$ cat src/rtl/fifo_arb_pkg.sv
// Shared types and helpers for the FIFO write-port arbiter.
// The round-robin search is written for up to 8 requesters.
package fifo_arb_pkg;

    typedef enum logic [0:0] {
        IDLE  = 1'b0,
        GRANT = 1'b1
    } state_t;

    localparam logic [15:0] STALL_MAX = 16'hFFFF;
    localparam int unsigned MAX_REQ   = 8;

    // Returns {found, index}. The search starts at last+1 and wraps modulo n,
    // so `last` itself is the lowest-priority candidate.
    function automatic logic [3:0] rr_pick(
        input logic [MAX_REQ-1:0] req,
        input logic [2:0]         last,
        input int unsigned        n
    );
        logic        found;
        logic [2:0]  idx;
        int unsigned cand;
        found = 1'b0;
        idx   = '0;
        for (int unsigned k = 1; k <= n; k++) begin
            cand = 32'(last) + k;
            if (cand >= n) cand = cand - n;
            if (!found && req[cand[2:0]]) begin
                found = 1'b1;
                idx   = cand[2:0];
            end
        end
        return {found, idx};
    endfunction

endpackage

$ cat src/rtl/fifo_wr_arbiter_rr_picker.sv
// Combinational round-robin priority search over NREQ request lines.
module rr_picker
    import fifo_arb_pkg::*;
#(
    parameter  int NREQ = 4,
    localparam int IDW  = $clog2(NREQ)
) (
    input  logic [NREQ-1:0] req,
    input  logic [IDW-1:0]  last,
    output logic            found,
    output logic [IDW-1:0]  idx
);

    logic [MAX_REQ-1:0] req_ext;
    logic [2:0]         last_ext;
    logic [3:0]         pick;

    always_comb begin
        req_ext             = '0;
        req_ext[NREQ-1:0]   = req;
        last_ext            = '0;
        last_ext[IDW-1:0]   = last;
        pick                = rr_pick(req_ext, last_ext, NREQ);
    end

    assign found = pick[3];
    assign idx   = IDW'(pick[2:0]);

endmodule

$ cat src/rtl/fifo_wr_arbiter.sv
// Round-robin, burst-limited sharing of the byte FIFO write port among NREQ
// producers, with a saturating stall counter for FIFO sizing.
module fifo_wr_arbiter
    import fifo_arb_pkg::*;
#(
    parameter  int NREQ  = 4,
    parameter  int DW    = 8,
    parameter  int BURST = 4,
    localparam int IDW   = $clog2(NREQ)
) (
    input  logic             clk,
    input  logic             reset,
    input  logic [NREQ-1:0]  req_valid,
    input  logic [NREQ*DW-1:0] req_data,
    output logic [NREQ-1:0]  req_ready,
    input  logic             fifo_full,
    output logic             fifo_wr,
    output logic [DW-1:0]    fifo_wdata,
    output logic [IDW-1:0]   grant_id,
    output logic             busy,
    output logic [15:0]      stall_cnt
);

    localparam logic [4:0] BURST_LAST = 5'(BURST - 1);

    state_t         state;
    logic [IDW-1:0] last_grant;
    logic [4:0]     burst_cnt;

    logic           holder_valid;
    logic           xfer;
    logic           rel;
    logic           found;
    logic [IDW-1:0] winner;

    assign busy = (state == GRANT);

    rr_picker #(.NREQ(NREQ)) u_picker (
        .req   (req_valid),
        .last  (last_grant),
        .found (found),
        .idx   (winner)
    );

    // Handshake outputs are gated by reset so a word presented in the reset
    // cycle of an active burst is neither accepted nor written.
    always_comb begin
        holder_valid = req_valid[grant_id];
        req_ready    = '0;
        fifo_wdata   = '0;
        xfer         = busy & holder_valid & ~fifo_full & reset;
        if (busy && reset) req_ready[grant_id] = ~fifo_full;
        fifo_wr = xfer;
        if (xfer) fifo_wdata = req_data[grant_id*DW +: DW];
        rel = busy & (~holder_valid | (xfer & (burst_cnt == BURST_LAST)));
    end

    always_ff @(posedge clk) begin
        if (!reset) begin
            state      <= IDLE;
            grant_id   <= '0;
            last_grant <= IDW'(NREQ - 1);
            burst_cnt  <= '0;
            stall_cnt  <= '0;
        end else begin
            if (busy && holder_valid && fifo_full && stall_cnt != STALL_MAX)
                stall_cnt <= stall_cnt + 16'd1;

            // last_grant equals grant_id while granted, so one picker serves
            // both the idle arbitration and the same-cycle hand-over.
            if ((state == IDLE || rel) && found) begin
                state      <= GRANT;
                grant_id   <= winner;
                last_grant <= winner;
                burst_cnt  <= '0;
            end else if (rel) begin
                state <= IDLE;
            end else if (xfer) begin
                burst_cnt <= burst_cnt + 5'd1;
            end
        end
    end

endmodule
$ cat config.mk
export PLATFORM = sky130hd
export DESIGN_NAME = fifo_wr_arbiter
export DESIGN_NICKNAME = d
export VERILOG_FILES = /design/src/rtl/fifo_arb_pkg.sv /design/src/rtl/fifo_wr_arbiter_rr_picker.sv /design/src/rtl/fifo_wr_arbiter.sv
export SDC_FILE = /design/constraint.sdc
export NUM_CORES = 1
export LEC_CHECK = 0
export CORE_ASPECT_RATIO = 0.9
export CORE_UTILIZATION = 40
export CTS_CLUSTER_DIAMETER = 40
export CTS_CLUSTER_SIZE = 20
export DETAILED_ROUTE_END_ITERATION = 7
export MAX_ROUTING_LAYER = met4
export PLACE_DENSITY = 0.75
export SLEW_MARGIN = 40
export SYNTH_ARGS = -nofsm -noshare
export SYNTH_HDL_FRONTEND = slang
export SYNTH_SLANG_ARGS = --single-unit
$ cat constraint.sdc
create_clock -name clk -period 2.8 [get_ports clk]
set_clock_uncertainty 0.05 [all_clocks]
set_input_delay 0.56 -clock clk [delete_from_list [all_inputs] [get_ports clk]]
set_output_delay 0.56 -clock clk [all_outputs]
set_load 0.005 [all_outputs]
# == Yosys cells after proc, flatten, opt, wreduce, memory -nomap -nowiden ==
# Index checks and enable logic that the tools add are counted.
# classes
bitwise,12
reduce_logical,16
order_cmp,10
addsub,10
n_mux,28
eq_ne,2
shifts,1
# op_table
op,n
"32-bit by 3-bit greater-or-equal comparator with 1-bit output, second input constant",3
32-bit by 6-bit variable part select with 8-bit output,1
"16-bit by 1-bit adder with 16-bit output, second input constant",1
"3-bit by 4-bit less-than comparator with 1-bit output, second input constant",4
"16-bit inequality test, second input constant",1
1-bit binary-select mux with 3-bit select,4
1-bit 2-to-1 mux,12
3-bit 2-to-1 mux,4
"3-bit subtractor, second input constant",4
1-bit logical AND,9
2-bit 2-to-1 mux,4
8-bit 2-to-1 mux,1
"2-bit by 2-bit adder with 3-bit output, second input constant",2
"5-bit by 1-bit adder with 5-bit output, second input constant",1
1-bit AND,5
"5-bit by 2-bit equality test with 1-bit output, second input constant",1
1-bit NOT,5
"2-bit by 3-bit adder with 4-bit output, second input constant",1
4-bit AND,1
"4-bit by 3-bit greater-or-equal comparator with 1-bit output, second input constant",1
4-bit 2-to-1 mux,1
"2-bit by 1-bit adder with 3-bit output, second input constant",1
1-bit zero test,3
"2-bit by 3-bit less-than comparator with 1-bit output, second input constant",1
8 further kinds,8
# word_totals
elab_cells,84
inputBits,39
output_inout_bits,32
ff_bits,26

# == Logic depth before layout (Yosys ltp) ==
# logic_depth
depth_word,17
ltp_mapped,8
mapped_depth_nobuf,7

# == Modules after synthesis ==
# Synthesis repeated with hierarchy kept, for this count alone.
# unflattened
hier_cells,208
hier_area_um2,1851.8
# modules_own_cells
module,area_per_inst_um2,seq_area_each_um2,instances,cells_each
fifo_wr_arbiter,1597.8,520.5,1,178
rr_picker,254.0,0.0,1,30

# == Least setup slack after synthesis ==
# OpenSTA, ideal clock, no wires.
# synth_timing
path_type,input-to-output
from,input port req_valid[3]
to,output port fifo_wdata[0]
arrival_time_ns,1.606
path_slack_ns,0.584
path_buffers,1
t_required_ns,2.190
stages,4
path_cell_list,mux4_2 -> and3_1 -> clkbuf_1 -> and2_1
# synth_via
elab_chain_cells,6
# synth_rtl
item,line,source
from (decl),fifo_wr_arbiter.sv:13,"input logic [NREQ-1:0] req_valid,"
1-bit binary-select mux with 2-bit select,fifo_wr_arbiter.sv:48,holder_valid = req_valid[grant_id];
1-bit 2-to-1 mux (not written as such),fifo_wr_arbiter.sv:48,
1-bit AND (3 in series),fifo_wr_arbiter.sv:51,xfer = busy & holder_valid & ~fifo_full & reset;
via fifo_wr,fifo_wr_arbiter.sv:17,"output logic fifo_wr,"
8-bit 2-to-1 mux,fifo_wr_arbiter.sv:54,if (xfer) fifo_wdata = req_data[grant_id*DW +: DW];
to (decl),fifo_wr_arbiter.sv:18,"output logic [DW-1:0] fifo_wdata,"
# The timed path passes the listed nets, and every way through them passes these cells. The select of a mux whose other input is x is not followed.

# == Final worst setup path ==
# layout_timing
from,input port req_valid[3]
to,output port fifo_wdata[1]
# layout_via
elab_chain_cells,6
# layout_rtl
item,line
1-bit binary-select mux with 2-bit select,fifo_wr_arbiter.sv:48
1-bit 2-to-1 mux (not written as such),fifo_wr_arbiter.sv:48
1-bit AND (3 in series),fifo_wr_arbiter.sv:51
8-bit 2-to-1 mux,fifo_wr_arbiter.sv:54
# No other way between the ends. The select of a mux whose other input is x is not followed.

==> parameters.txt <==
Parameter                              Value

Status
  Outcome    complete, no violations

Job
  Max Cap Violations    0

Timing
  Total setup violations reported at the end of the flow    0
  Worst-Margin Slew    0.5710 ns
  Share of the clock period used by the worst path    97.70%
  Final Max Slew Viols    0
  Setup repair after global routing missed its margin    no
  Top achievable clock speed    365.5 MHz
  Post-route worst hold slack    roughly 0.45 ns
  Final hold viol count    0
  Final Critical Period    roughly 2.7 ns
  Relative slew margins    61.62%

Clock tree
  Clock root buffer    sky130_fd_sc_hd__clkbuf_8
  Quantity of hold-fixing buffers added after cts    0
  Clock network latency to the later pin of the worst-skew pair    0.28 ns
  Maximum clock path buffer count    2
  Clock sink count    26
  Clock transition at the register clock pins on the worst setup and hold paths after CTS    0.08 ns
  Cts bufs inserted    3
  TritonCTS clock tree    yes
  Number of levels in the clock H-tree    1

Die
  Total die area    0.004655 mm2
  Standard-cell rows    22
  Die Y    64.83 um
  Number of I/O pins    71
  DIE WIDTH    71.81 um
  Initial standard-cell utilization of the core    a little over two fifths
  Placeable core area    0.004129 mm2

Routing
  DRC marker count from the first detailed-route iteration    84
  Routed vias    1811
  Detailed-router iteration count before antenna repair    4
  DRC violation count after routing    0
  Routed Antenna Nets    0
  Average routed wire per standard cell    14.12 um
  Per-cell via count in the routed design    around 5.5
  Sum of routed wire length over all layers    between 4000 and 5000 um

Place
  Post-detail-place hpwl    roughly 3700 um
  IO buf count    70
  Global placement routability congestion    0.8026

Critical path
  Data arrival, critical path    2.13 ns
  Crit. End Element    output port
  Crit path required time    2.19 ns
  R2r setup slk    0.66 ns
  R2r startpoint    stall_cnt[5]
  Path type of the worst setup path    primary input to output port
  Worst r2r dst    stall_cnt[9]
  Peak fanout along the critical path    9
  Launching element type of the critical path    primary input
  Number of cells on the worst reg-to-reg path    6

Layout
  Synthesis-to-layout area growth    52.85%
  Number of inserted diodes    0
  Fraction of layout instances using a drive strength above 1    14.29%
  Number of fill cells in the layout    349
  Post-route core utilization    64.94%
  Fin nets    323

Logic synthesis
  Flip-flop and latch count after synthesis    26
  Number of flops mapped to enable cells by yosys    0
  Fraction of registers with async set/reset    0%
  Average cell area after synthesis    ~9 um2
  Post-synth net total    238
  Top cell types by occurrence after synthesis    sky130_fd_sc_hd__dfxtp_1, sky130_fd_sc_hd__nand2_1, sky130_fd_sc_hd__a21oi_1, sky130_fd_sc_hd__nor2_1, sky130_fd_sc_hd__nand3_1
  Yosys warning total    0
  Mapped cell area    0.001754 mm2
  Most frequently used cell type in the post-synthesis netlist    sky130_fd_sc_hd__dfxtp_1
  Cell taking the most area after synthesis    sky130_fd_sc_hd__dfxtp_1
  Leading register cell type out of synthesis    sky130_fd_sc_hd__dfxtp_1
  Cell types occupying the most area after synthesis    sky130_fd_sc_hd__dfxtp_1, sky130_fd_sc_hd__mux4_2, sky130_fd_sc_hd__a21oi_1, sky130_fd_sc_hd__nand2_1, sky130_fd_sc_hd__mux2i_1
  Sequential element share of the synthesized area    29.67%
  Share of Yosys cell area claimed by the top area cell type    ~30%
  Gate count after technology mapping    196
  Post-synthesis cell type count    41

GRT
  Number of global-route vias before repair    between 1500 and 2000
  Global route overflow    0
  Antenna violations before repair    0
  Pin count of the biggest net entering global routing    16
  Total Routing Usage GR    a little over a fifth
  First-pass GRT wire length    7962 um

Worst hold path
  Worst hold endpoint    stall_cnt[14]
  Worst Hold Launch    stall_cnt[14]
  Min-Delay Path Class    flip-flop to flip-flop
  Instance count along the most critical hold path    2

Power and ir drop
  Leakage power summed over all cells    approximately 0.001 uW
  Power density over cell area    roughly 560 mW/mm2
  Maximum vdd drop    0.5131 mV
==> worst max path at each step <==
stage                 startpoint             to  slack [ns]  depth (start not counted)
floorplan           req_valid[3]  fifo_wdata[0]        0.58                          4
global placement    req_valid[3]  fifo_wdata[3]       -0.17                          5
detailed placement  req_valid[3]  fifo_wdata[1]       -0.22                          5
CTS                        reset   req_ready[2]        0.04                          6
global route               reset   req_ready[3]       0.002                          6
finish              req_valid[3]  fifo_wdata[1]        0.06                          5
==> layer usage <==
layer | wire [um] | vias up | GRT usage, % | share of wire, %
li1 | - | 914 | - | -
met1 | 2181 | 863 | 30.32 | 47
met2 | 2258 | 29 | 34.91 | 49
met3 | 154 | 5 | 2.333 | 3.3
met4 | 35 | 0 | 3.676 | 0.76
met5 | 0 | - | - | 0
==> power by group <==
| part | internal [uW] | switching (uW) |
|---|---|---|
| clock | 191 | 121 |
| combinational | 422 | 315 |
| sequential | 402 | 37.2 |
==> cell type report <==
type	instances	area [um2]	area share, %
multi-input cells	157	1190	44.38
clock inverters	1	30.03	1.120
repair buffers	87	817.0	30.47
flip-flops and latches	26	520.5	19.41
well taps	48	60.06	2.240
clock buffers	3	41.29	1.540
inverters	6	22.52	0.8399
==> cells in the final DEF (no fill, tap or decap), types with 5 or more instances in the layout <==
master	n
sky130_fd_sc_hd__nand2_1	18
sky130_fd_sc_hd__dlygate4sd2_1	9
sky130_fd_sc_hd__clkdlybuf4s50_1	61
sky130_fd_sc_hd__dfxtp_1	26
sky130_fd_sc_hd__nand2b_1	7
sky130_fd_sc_hd__o21ai_0	9
sky130_fd_sc_hd__nand3_1	12
sky130_fd_sc_hd__nor3_1	5
sky130_fd_sc_hd__and2_1	9
sky130_fd_sc_hd__nor2_1	14
sky130_fd_sc_hd__a21oi_1	15
sky130_fd_sc_hd__inv_1	6
sky130_fd_sc_hd__buf_4	17
sky130_fd_sc_hd__mux2i_1	6
sky130_fd_sc_hd__mux4_2	11
==> sequential cells by signal, indices dropped and copies added (netlist names) <==
signal	flops
grant_id	2
busy	1
stall_cnt	16
last_grant	2
burst_cnt	5
==> timing repair <==
action,CTS,global route
endpoints found under the setup margin,9,4
resized for setup,11,1
pin swaps,0,0
setup buffers,1,0
==> kinds of logic after synthesis <==
group	Yosys count	share of synthesized area [%]
buffers and inverters	13	2.924
xor gates and xnor gates	6	2.996
muxes	21	20.97
and+or+nand+nor	87	26.60
AOI/OAI and AO/OA	40	14.69
DFF	26	29.67
adders and majority gates	3	2.140
==> worst max-delay path, cell delays in order <==
cell and delay, ns:
sky130_fd_sc_hd__clkdlybuf4s50_1 0.42, sky130_fd_sc_hd__mux4_2 0.50, sky130_fd_sc_hd__and3_4 0.23, sky130_fd_sc_hd__and2_1 0.15, sky130_fd_sc_hd__dlygate4sd2_1 0.27
==> per-stage QoR <==
stage / instance area (um2) / cells / setup TNS (ns) / setup WS [ns] / power [uW]
global placement: 2606 / 323 / -1.403 / -0.1708 / 1186
CTS: 2679 / 328 / 0 / 0.03745 / 1500
detailed placement: 2606 / 323 / -1.596 / -0.2219 / 1190
finish: 2681 / 328 / 0 / 0.06426 / 1489
floorplan: 1754 / 196 / 0 / 0.5837 / 913.9
global route: 2681 / 328 / 0 / 0.001668 / 1596
Note: power is estimated with default switching activity, not from simulation.
